--- src/rtl/hid_bt_link.sv ---
// hid_bt_link: HID link front end for retro_paint.
// UART 8N1 receiver feeding a 3-byte Bluetooth command-frame decoder
// (header byte 11xx_xccc, then X byte, then Y byte, 6 bits each).
// Optional inter-byte frame timeout: define BT_FRAME_TIMEOUT_EN.
module hid_bt_link #(
  parameter int CLK_FREQ     = 25_000_000,
  parameter int BAUD         = 9600,
  parameter int CLKS_PER_BIT = CLK_FREQ / BAUD
`ifdef BT_FRAME_TIMEOUT_EN
  ,
  parameter int TIMEOUT_BITS = 32
`endif
) (
  input  logic       clk,
  input  logic       reset,
  input  logic       rx,
  output logic       rx_valid,
  output logic [7:0] rx_byte,
  output logic [2:0] command_id,
  output logic [5:0] x_out,
  output logic [5:0] y_out,
  output logic       data_ready
);

  localparam int CNT_W = $clog2(CLKS_PER_BIT + 1);
  localparam logic [CNT_W-1:0] HALF_LAST = CNT_W'(CLKS_PER_BIT / 2 - 1);
  localparam logic [CNT_W-1:0] BIT_LAST  = CNT_W'(CLKS_PER_BIT - 1);

  typedef enum logic [1:0] {IDLE, START, DATA, STOP} uart_state_t;
  typedef enum logic [1:0] {WAIT_CMD, WAIT_X, WAIT_Y} dec_state_t;

  logic              rx_meta;
  logic              rx_sync;
  uart_state_t       uart_state;
  logic [CNT_W-1:0]  bit_cnt;
  logic [2:0]        bit_idx;
  logic [7:0]        shift_reg;

  dec_state_t        dec_state;
  logic [2:0]        cmd_pend;
  logic [5:0]        x_pend;
  logic              is_header;
  logic              frame_timeout;

  // Two-flop synchronizer; presets to idle-high so reset never fakes a start bit
  always_ff @(posedge clk or posedge reset) begin
    if (reset) begin
      rx_meta <= 1'b1;
      rx_sync <= 1'b1;
    end else begin
      rx_meta <= rx;
      rx_sync <= rx_meta;
    end
  end

  // UART receive FSM: start-bit qualify at mid-bit, then sample each bit centre
  always_ff @(posedge clk or posedge reset) begin
    if (reset) begin
      uart_state <= IDLE;
      bit_cnt    <= '0;
      bit_idx    <= '0;
      rx_valid   <= 1'b0;
      rx_byte    <= '0;
    end else begin
      rx_valid <= 1'b0;
      case (uart_state)
        IDLE: begin
          bit_cnt <= '0;
          if (!rx_sync) uart_state <= START;
        end
        START: begin
          if (bit_cnt == HALF_LAST) begin
            bit_cnt    <= '0;
            bit_idx    <= '0;
            // still high at mid-bit means the falling edge was a glitch
            uart_state <= rx_sync ? IDLE : DATA;
          end else begin
            bit_cnt <= bit_cnt + CNT_W'(1);
          end
        end
        DATA: begin
          if (bit_cnt == BIT_LAST) begin
            bit_cnt <= '0;
            if (bit_idx == 3'd7) uart_state <= STOP;
            else                 bit_idx    <= bit_idx + 3'd1;
          end else begin
            bit_cnt <= bit_cnt + CNT_W'(1);
          end
        end
        STOP: begin
          if (bit_cnt == BIT_LAST) begin
            bit_cnt <= '0;
            // a low stop bit is a framing error: drop the byte silently
            if (rx_sync) begin
              rx_byte  <= shift_reg;
              rx_valid <= 1'b1;
            end
            uart_state <= IDLE;
          end else begin
            bit_cnt <= bit_cnt + CNT_W'(1);
          end
        end
        default: uart_state <= IDLE;
      endcase
    end
  end

  // Data shift register, LSB first; contents only matter once all 8 bits are in
  always_ff @(posedge clk) begin
    if (uart_state == DATA && bit_cnt == BIT_LAST) shift_reg[bit_idx] <= rx_sync;
  end

  assign is_header = (rx_byte[7:6] == 2'b11);

`ifdef BT_FRAME_TIMEOUT_EN
  localparam int TO_CYC = TIMEOUT_BITS * CLKS_PER_BIT;
  localparam int TO_W   = $clog2(TO_CYC + 1);

  logic [TO_W-1:0] to_cnt;

  // Inter-byte timer: runs only while a frame is partially received
  always_ff @(posedge clk or posedge reset) begin
    if (reset) begin
      to_cnt <= '0;
    end else if (rx_valid || dec_state == WAIT_CMD) begin
      to_cnt <= '0;
    end else if (!frame_timeout) begin
      to_cnt <= to_cnt + TO_W'(1);
    end
  end

  assign frame_timeout = (dec_state != WAIT_CMD) && (to_cnt == TO_W'(TO_CYC - 1));
`else
  assign frame_timeout = 1'b0;
`endif

  // Pending command / X of the frame in progress; stale values are harmless
  always_ff @(posedge clk) begin
    if (rx_valid) begin
      if (is_header)               cmd_pend <= rx_byte[2:0];
      else if (dec_state == WAIT_X) x_pend  <= rx_byte[5:0];
    end
  end

  // Frame decoder: a header always (re)starts a frame; Y byte publishes it
  always_ff @(posedge clk or posedge reset) begin
    if (reset) begin
      dec_state  <= WAIT_CMD;
      command_id <= '0;
      x_out      <= '0;
      y_out      <= '0;
      data_ready <= 1'b0;
    end else begin
      data_ready <= 1'b0;
      if (rx_valid) begin
        if (is_header) begin
          dec_state <= WAIT_X;
        end else begin
          case (dec_state)
            WAIT_X: dec_state <= WAIT_Y;
            WAIT_Y: begin
              command_id <= cmd_pend;
              x_out      <= x_pend;
              y_out      <= rx_byte[5:0];
              data_ready <= 1'b1;
              dec_state  <= WAIT_CMD;
            end
            default: dec_state <= WAIT_CMD;
          endcase
        end
      end else if (frame_timeout) begin
        dec_state <= WAIT_CMD;
      end
    end
  end

endmodule

--- config.mk ---
export PLATFORM = sky130hd
export DESIGN_NAME = hid_bt_link
export DESIGN_NICKNAME = d
export VERILOG_FILES = /design/src/rtl/hid_bt_link.sv
export SDC_FILE = /design/constraint.sdc
export NUM_CORES = 1
export LEC_CHECK = 0
export ABC_CLOCK_PERIOD_IN_PS = 5700
export CAP_MARGIN = 20
export CORE_ASPECT_RATIO = 0.6
export CORE_MARGIN = 5
export CORE_UTILIZATION = 40
export DETAILED_ROUTE_END_ITERATION = 7
export PLACE_DENSITY_LB_ADDON = 0.1
export SYNTH_ARGS = -nofsm -noshare
export SYNTH_HDL_FRONTEND = slang
export SYNTH_SLANG_ARGS = --single-unit
--- constraint.sdc ---
create_clock -name clk -period 5.7 [get_ports clk]
set_clock_uncertainty 0.1 [all_clocks]
set_input_delay 1.14 -clock clk [delete_from_list [all_inputs] [get_ports clk]]
set_output_delay 1.14 -clock clk [all_outputs]
set_load 0.05 [all_outputs]
### Word level (Yosys, flattened, before mapping)

Cells that the tools add are included.

* output and inout port bits: 25
* logic and storage cells: 71
* flip-flop bits (word level): 63

* eq/ne operators: 15
* magnitude comparators: 2
* reduce and logical (&&, ||, !) cells: 11
* add/subtract/negate cells: 2
* bitwise gates (word level): 1
* mux-type cells: 25

Operators by type and width (count)
* case mux 12 bit (3 select lines): 1
* two-way mux 12 bit: 2
* two-way mux 2 bit: 8
* adder 12 x 1 -> 12 bit, second input constant: 1
* == test 12 x 11 -> 1 bit, second input constant: 1
* == test 12 bit, second input constant: 1
* != test 2 bit, second input constant: 6
* two-way mux 3 bit: 3
* AND reduction 3 bit: 3
* bitwise mux 8 bit: 1
* == test 2 bit, second input constant: 4
* case mux 2 bit (4 select lines): 1
* two-way mux 1 bit: 7
* case mux 3 bit (2 select lines): 1
* AND reduction 5 bit: 1
* == test 2 x 1 -> 1 bit, second input constant: 2
* less-than comparator 3 x 4 -> 1 bit, second input constant: 1
* AND reduction 4 bit: 1
* adder 3 x 1 -> 3 bit, second input constant: 1
* demux 1 bit (select 3 bit): 1
* == test 3 bit, second input constant: 1
* >= comparator 3 x 1 -> 1 bit, second input constant: 1
* logical AND 1 bit: 2
* zero test 2 bit: 1
* 4 further kinds: 4

### Longest topological paths before layout

Gate-level depths: netlist of the first run.

* word-level depth: 5
* mapped depth: 7
* gate-level depth less buffers: 6

### Least setup slack after synthesis of the first run

OpenSTA, ideal clock, no wires.

* path kind: register to register
* from: register bit_cnt[0]
* to: register shift_reg[1], enable pin
* stages on the path, launching flop included: 6
* arrival time: 1.524 ns
* path slack: 3.764 ns
* setup time: 0.312 ns
* buffers on the path: 0
* cells stage by stage: dfrtp_1 > ha_1 > and4_2 > nand3_4 > or3_4 > nor3_1

* longest elaborated chain between the ends: 2

Ends and longest elaborated chain
* start, declared: RTL line 35 `logic [CNT_W-1:0] bit_cnt;`
* start signal, assigned: RTL line 78 `bit_cnt <= bit_cnt + CNT_W'(1);`
* start signal, assigned: RTL line 87 `bit_cnt <= bit_cnt + CNT_W'(1);`
* start signal, assigned: RTL line 100 `bit_cnt <= bit_cnt + CNT_W'(1);`
* == test 12 bit: RTL line 110 `if (uart_state == DATA && bit_cnt == BIT_LAST) shift_reg[bit_idx] <= rx_sync;`
* logical AND 1 bit: RTL line 110
* end signal, assigned by index: RTL line 110
* end, declared: RTL line 37 `logic [7:0] shift_reg;`

Every way passes these cells.
A chain may end at the register's enable or synchronous reset.

### Final worst setup path of the first run

* from: register rx_byte[2]
* to: output rx_byte[2]

RTL lines
* start, declared: RTL line 18 `output logic [7:0] rx_byte,`
* start signal, assigned: RTL line 95 `rx_byte <= shift_reg;`

No word-level cell between the ends.

==> results.cfg, run 1 <==
[finish]
fin_util_pct = 49.7
n_fill_cell = 579
largest_register_ffs = 12
seq_area_sq_um = 1660
final_nets = 234
antenna_cells = 0
layout-drive-gt1-share_pct = 23.3
syn_to_final_growth_pct = 22.8
fin_cells = 319
mostFrequentLayoutCell = dfrtp_1
multiInputGateArea_sq_um = 923
final_area_sq_um = 3260
layout_common_cells = dfrtp_1, clkdlybuf4s50_1, mux2_2

[global_routing]
grt_pass1_wl_microns = 8460
grt_pass1_vias = 1581
grt_use_total_pct = 13.5
antenna_found_initial = 0
grt_max_degree = 47
gr-total-overflow = 0

[critical_path]
cp_top_family = buffers and inverters
cp_cell_sequence = clkdlybuf4s50_1
rrSetupSlack_ns = 3.13
path_buf_inv = 1
critPathCaptureType = output port
cp-startpoint = rx_byte[2]
crit_arrival_ns = 1.59
cp_max_fo = 5
critPathKind = reg -> out
worstPathRequired_ns = 4.46
slowest_stage = clkdlybuf4s50_1
max_stage_delay_ns = 0.83
cp-endpoint = rx_byte[2]
crit_cells = 1
r2r_cells = 6
r2r_end = bit_cnt[10]
r2r_start = bit_cnt[1]
critPathLaunchType = flop

[route]
dr_total_vias = 1615
wl_met2_microns = 2100
drt-met1-wl_microns = 2530
vias_per_cell = 5.06
drt_wl_total_microns = 4950
drc = 0
drt_iter0_markers = 64
drt_first_pass_iters = 4
drtAntennaViolNets = 0
wl_met3_microns = 295
top_layer = met4
wl_per_cell_microns = 15.5

[placed_design]
dp_cells = 302
preCtsSetupSlack_ns = 3.13
placed_area_sq_um = 3000
io_buffers = 27
place.gp.congestion = 0.815
hpwl_microns = 3410

[power]
peakVddDrop_mv = 0.136
fin_total_pwr_mw = 0.944
power.density_nw_per_um2 = 290
clock_power_share_pct = 49.7
p_int_mw = 0.757
switching_share_pct = 19.8
power.switching_mw = 0.187
p_comb_share_pct = 1.0
pwr-share-seq_pct = 49.3
p_leak_nw = 1.38

[timing]
setup_viol_count_final = 0
slew_headroom_pct = 37.2
tightestPinTransition_ns = 0.942
hold_ws_ns = 0.257
fmax_ghz = 0.354
slew_viol_final = 0
rsz0062_at_grt = no
post-route-period-util_pct = 49.6
fin_ws_ns = 2.87
tns_ns = 0
hold_viol = 0
min_period_ns = 2.83

[synthesis]
synthArstFlopShare_pct = 73.0
yosys_warnings = 0
syn_nets = 201
synth_edf_count = 17
synth.distinct_cells = 44
synthFlopType = dfrtp_1
ys_ff_latch = 63
synthTopCellsByArea = dfrtp_1, edfxtp_1, mux2_2
ys_seq_area_share_pct = 62.7
syn_area_per_cell_sq_um = 13.7
syn-instance-count = 194
synth_top_area_share_pct = 41.5
synth_area_sq_um = 2660
yosysTopAreaCell = dfrtp_1

[clock_network]
cts_buffers = 9
root_buffer = clkbuf_8
clk_pin_slew_ns = 0.07
cts_tree = done
cts_setup_buffers = 0
cts.repair.resized = 0
cts_sinks = 63
clk_latency_ns = 0.34
clk_path_buf_depth = 2
htreeDepth = 3
cts_hold_buf = 0

[job]
drv_cap = 0

[die]
start_util_pct = 40.5
ioPinCount = 28
fp.dieW_microns = 115
std_cell_rows = 23
die_h_microns = 73.1
core_sq_um = 6560
die_area_sq_um = 8420

[outcome]
status = finished, final reports clean

[worst_hold_path]
hold_class = reg -> reg
-- power by group through the flow --
stage	sequential, mW	combinational (mW)	clock [mW]
after detailed placement	0.474	0.00855	0
final	0.465	0.00960	0.470
after global placement	0.474	0.00814	0
after CTS	0.465	0.00857	0.481
after floorplan	0.473	0.00487	0
after global routing	0.465	0.0115	0.503
-- worst min path at each step --
stage / start / end / slack, ns / depth (start not counted)
floorplan: rx_meta / rx_sync / 0.25 / 0
global placement: rx_meta / rx_sync / 0.25 / 0
detailed placement: rx_meta / rx_sync / 0.25 / 0
CTS: rx_meta / rx_sync / 0.26 / 0
global route: rx_meta / rx_sync / 0.26 / 0
finish: rx_meta / rx_sync / 0.26 / 0
-- worst reg2reg max path, stage by stage (launching register included) --
cell and delay (ns):
dfrtp_1 0.44, inv_1 0.08, ha_1 0.17, nor4b_1 0.55, a311oi_1 0.18, a21oi_1 0.76, nor2_1 0.14
-- logic make-up after synthesis --
group           after synthesis  synth area share (%)
compound gates               12                  3.35
xor+xnor                     10                  3.30
fa+ha+maj                     4                  1.89
buf+inv                      14                  2.54
flops                        63                  62.7
mux                          25                  10.5
simple gates                 66                  15.7
-- Yosys cell counts, types with 3 or more instances --
library cell,n
dfrtp_1,44
mux2_2,23
nor2_1,22
edfxtp_1,17
xor2_1,9
inv_1,8
nand3_1,7
nand4_1,6
nand2_1,5
ha_1,4
nor3_1,4
buf_2,3
-- layout make-up --
type / instances / share of cell area (%)
multi-input cells: 117 / 28.3
inverters: 8 / 0.921
repair buffers: 28 / 8.91
clock buffers: 9 / 3.80
well taps: 87 / 3.34
flip-flops and latches: 63 / 51.1
clock inverters: 7 / 3.65
-- layer usage --
metal	GRT usage (%)	vias to the layer above
met5	0	-
met4	3.52	0
met3	6.13	5
met2	17.8	37
met1	19.8	810
li1	-	763
No activity file was read; power rests on OpenSTA's default activity.
==> inputs of run 2 (changes only) <==
ABC_CLOCK_PERIOD_IN_PS = 2700   (was 5700)
clock period = 2.7 ns   (was 5.7 ns; I/O delays follow)
==> run 2 against run 1 <==
Against the previous run:
- first-iteration DRC count rose by 120%
- critical endpoint unchanged
- critical path depth stayed put
- design area shrank 0.61%
- combinational power grew 110%
- global-route usage is 0.49 points lower
- largest cell class unchanged
- flip-flop and latch count is the same
- register-to-register slack got worse by 2.5 ns
- clock power grew 79%
- total power rose by 95%
==> results.cfg, run 2 (same netlist as run 1, synthesis figures left out) <==
[global_routing]
grt_max_degree = 25
grt_use_total_pct = 13.0
gr-total-overflow = 0
grt_pass1_wl_microns = 8270
antenna_found_initial = 0
grt_pass1_vias = 1607

[timing]
post-route-period-util_pct = 82.7
fmax_ghz = 0.448
tightestPinTransition_ns = 0.598
fin_ws_ns = 0.467
rsz0062_at_grt = no
slew_viol_final = 0
tns_ns = 0
slew_headroom_pct = 59.5
min_period_ns = 2.23
setup_viol_count_final = 0
hold_viol = 0

[route]
wl_per_cell_microns = 15.6
dr_total_vias = 1611
vias_per_cell = 5.02
drt_first_pass_iters = 4
drt_wl_total_microns = 5020
drt_iter0_markers = 141
drc = 0
drtAntennaViolNets = 0

[critical_path]
cp_max_fo = 5
max_stage_delay_ns = 0.83
r2r_cells = 5
cp_cell_sequence = clkdlybuf4s50_1
worstPathRequired_ns = 2.06
critPathCaptureType = output port
slowest_stage = clkdlybuf4s50_1
crit_arrival_ns = 1.59
rrSetupSlack_ns = 0.59
critPathLaunchType = flop
cp_top_family = buffers and inverters
crit_cells = 1
path_buf_inv = 1
critPathKind = reg -> out

[finish]
antenna_cells = 0
layout_common_cells = dfrtp_1, clkdlybuf4s50_1, mux2_2
fin_cells = 321
fin_util_pct = 49.4
final_nets = 236
syn_to_final_growth_pct = 22.0
mostFrequentLayoutCell = dfrtp_1
layout-drive-gt1-share_pct = 23.1
largest_register_ffs = 12

[power]
peakVddDrop_mv = 0.337
p_leak_nw = 1.37
power.density_nw_per_um2 = 569
fin_total_pwr_mw = 1.84

[placed_design]
place.gp.congestion = 0.817
io_buffers = 27
dp_cells = 305
preCtsSetupSlack_ns = 0.612
hpwl_microns = 3710

[clock_network]
cts_buffers = 9
cts_tree = done
cts_sinks = 63
cts_setup_buffers = 0
clk_pin_slew_ns = 0.07
htreeDepth = 3
root_buffer = clkbuf_8
clk_latency_ns = 0.34
cts.repair.resized = 0
clk_path_buf_depth = 2
cts_hold_buf = 0

[die]
std_cell_rows = 23
ioPinCount = 28
start_util_pct = 40.5
core_sq_um = 6560
fp.dieW_microns = 115
die_area_sq_um = 8420
die_h_microns = 73.1

[outcome]
status = finished, final reports clean

[worst_hold_path]
hold_path_depth = 0
hold_class = reg -> reg

[job]
drv_cap = 0
[run 2: cell types whose count changed in the layout (fill, tap and decap cells not counted)]
cell / previous run / this run
clkinvlp_4: 2 / 1
clkinv_4: 0 / 1
clkbuf_16: 0 / 1
clkinv_1: 0 / 1
clkbuf_1: 0 / 1
bufinv_16: 3 / 1
inv_6: 1 / 0
buf_4: 0 / 2
[run 2: cell type report]
cell class	count	area [sq um]
Sequential cell	63	1660
Inverter	8	30.0
Clock inverter	5	55.1
Tap cell	87	109
Fill cell	583	3320
Multi-Input combinational cell	117	923
Timing Repair Buffer	30	305
Clock buffer	11	153
[run 2: where the power goes]
| part | leakage (nW) | switching [mW] | internal (mW) |
|---|---|---|---|
| Clock | 0.102 | 0.362 | 0.479 |
| Sequential | 0.755 | 0.00232 | 0.979 |
| Combinational | 0.517 | 0.0144 | 0.00562 |
| Total | 1.37 | 0.379 | 1.46 |
[run 2: metrics by stage]
step | instance area (sq um) | hold slack, ns
2_1_floorplan | 2660 | 0.245
3_3_place_gp | 3030 | 0.249
3_5_place_dp | 3030 | 0.248
4_1_cts | 3240 | 0.259
5_1_grt | 3240 | 0.266
6_report | 3240 | 0.257
[run 2: worst paths after layout]
kind / startpoint / endpoint
worst min register to register: rx_meta / rx_sync
min in group asynchronous: reset / command_id[1]
worst max-delay path: rx_byte[2] / rx_byte[2]
worst min-delay path: rx_meta / rx_sync
max in group asynchronous: reset / rx_meta
worst max register to register: bit_cnt[0] / shift_reg[0]
[run 2: routing by layer]
layer	vias to the layer above	part of all wire, %	wire [microns]	GRT usage (%)
li1	771	-	-	-
met1	800	50	2490	17.7
met2	31	44	2200	19.2
met3	9	5.2	260	4.97
met4	0	1.3	66	3.91
met5	-	0	0	0
==> inputs of run 3 (changes only) <==
ABC_CLOCK_PERIOD_IN_PS = 2300   (was 2700)
clock period = 2.3 ns   (was 2.7 ns; I/O delays follow)
==> run 3 against run 2 <==
Against the previous run:
- via count is 1.9% lower
- design area is 0.73% lower
- largest power group unchanged
- combinational power is 9% higher
- flip-flop and latch count stayed put
==> results.cfg, run 3 (same netlist as run 1, synthesis figures left out) <==
[placed_design]
dp_cells = 306
place.gp.congestion = 0.847
io_buffers = 27
hpwl_microns = 3580
placed_area_sq_um = 3030
preCtsSetupSlack_ns = 0.202

[timing]
slew_headroom_pct = 62.9
hold_ws_ns = 0.258
setup_viol_count_final = 0
min_period_ns = 2.16
hold_viol = 0
rsz0062_at_grt = no
fin_ws_ns = 0.138
fmax_ghz = 0.463
post-route-period-util_pct = 94.0
tns_ns = 0
slew_viol_final = 0
tightestPinTransition_ns = 0.549

[global_routing]
antenna_found_initial = 0
grt_pass1_vias = 1591
grt_pass1_wl_microns = 8390
grt_max_degree = 19
gr-total-overflow = 0
grt_use_total_pct = 13.4

[critical_path]
critPathKind = reg -> out
path_buf_inv = 1
critPathLaunchType = flop
max_stage_delay_ns = 0.83
worstPathRequired_ns = 1.74
slowest_stage = clkdlybuf4s50_1
cp_cell_sequence = clkdlybuf4s50_1
cp_max_fo = 5
cp_top_family = buffers and inverters
crit_arrival_ns = 1.60
critPathCaptureType = output port

[finish]
final_nets = 237
mostFrequentLayoutCell = dfrtp_1
antenna_cells = 0
final_area_sq_um = 3220
layout_common_cells = dfrtp_1, clkdlybuf4s50_1, mux2_2
syn_to_final_growth_pct = 21.1
largest_register_ffs = 12
fin_cells = 322
layout-drive-gt1-share_pct = 23.8
fin_util_pct = 49.0

[outcome]
status = finished, final reports clean

[die]
std_cell_rows = 23
die_h_microns = 73.1
die_area_sq_um = 8420
fp.dieW_microns = 115
ioPinCount = 28
core_sq_um = 6560
start_util_pct = 40.5

[clock_network]
htreeDepth = 3
cts.repair.resized = 0
clk_pin_slew_ns = 0.07
clk_latency_ns = 0.34
cts_buffers = 9
cts_hold_buf = 0
clk_path_buf_depth = 2
cts_sinks = 63
cts_tree = done
root_buffer = clkbuf_8
cts_setup_buffers = 0

[worst_hold_path]
hold_class = reg -> reg

[route]
drt_first_pass_iters = 4
drt_iter0_markers = 81
dr_total_vias = 1580
drc = 0
drtAntennaViolNets = 0
wl_per_cell_microns = 15.5
vias_per_cell = 4.91
drt_wl_total_microns = 4990

[job]
drv_cap = 0

[power]
p_leak_nw = 1.37
peakVddDrop_mv = 0.315
power.density_nw_per_um2 = 651
fin_total_pwr_mw = 2.09
==> run 3: cell count changes in the layout (fill, tap and decap cells not counted) <==
cell | before | now
clkbuf_16 | 1 | 0
clkinv_1 | 1 | 0
buf_12 | 1 | 0
clkinv_2 | 1 | 3
buf_4 | 2 | 4
==> run 3: worst reg2reg max path, cell delays in order (launching register included) <==
cell and delay (ns):
dfrtp_1 0.44, ha_1 0.27, and4_2 0.32, nand3_4 0.12, or3_4 0.41, nor3_1 0.17
==> run 3: power by group <==
| group | internal, mW | total, mW | switching (mW) | leakage, nW |
|---|---|---|---|---|
| sequential | 1.15 | 1.15 | 0.00273 | 0.755 |
| clock | 0.496 | 0.917 | 0.421 | 0.0960 |
| combinational | 0.00545 | 0.0220 | 0.0166 | 0.517 |
==> run 3: final timing paths <==
| check | startpoint | to | slack, ns | cells after the start |
|---|---|---|---|---|
| max | rx_byte[1] | rx_byte[1] | 0.14 | 1 |
| min | rx_meta | rx_sync | 0.26 | 0 |
| max reg2reg | bit_cnt[0] | shift_reg[0] | 0.16 | 5 |
| min reg2reg | rx_meta | rx_sync | 0.26 | 0 |
| max in group asynchronous | reset | rx_sync | 1.20 | 3 |
| min in group asynchronous | reset | x_out[2] | 0.32 | 2 |
==> run 3: cell type report <==
cell class                 count  area (sq um)
timing repair buffer          31           300
sequential                    63          1660
multi-input combinational    117           923
tap                           87           109
clock buffer                  10           128
inverter                       8          30.0
clock inverter                 6          61.3
fill                         551          3350
==> run 3: metal layers <==
layer / share of wire [%] / GRT usage, %
met2: 44 / 19.5
met1: 52 / 18.1
met4: 0.46 / 5.47
met3: 3.7 / 5.22
met5: 0 / 0
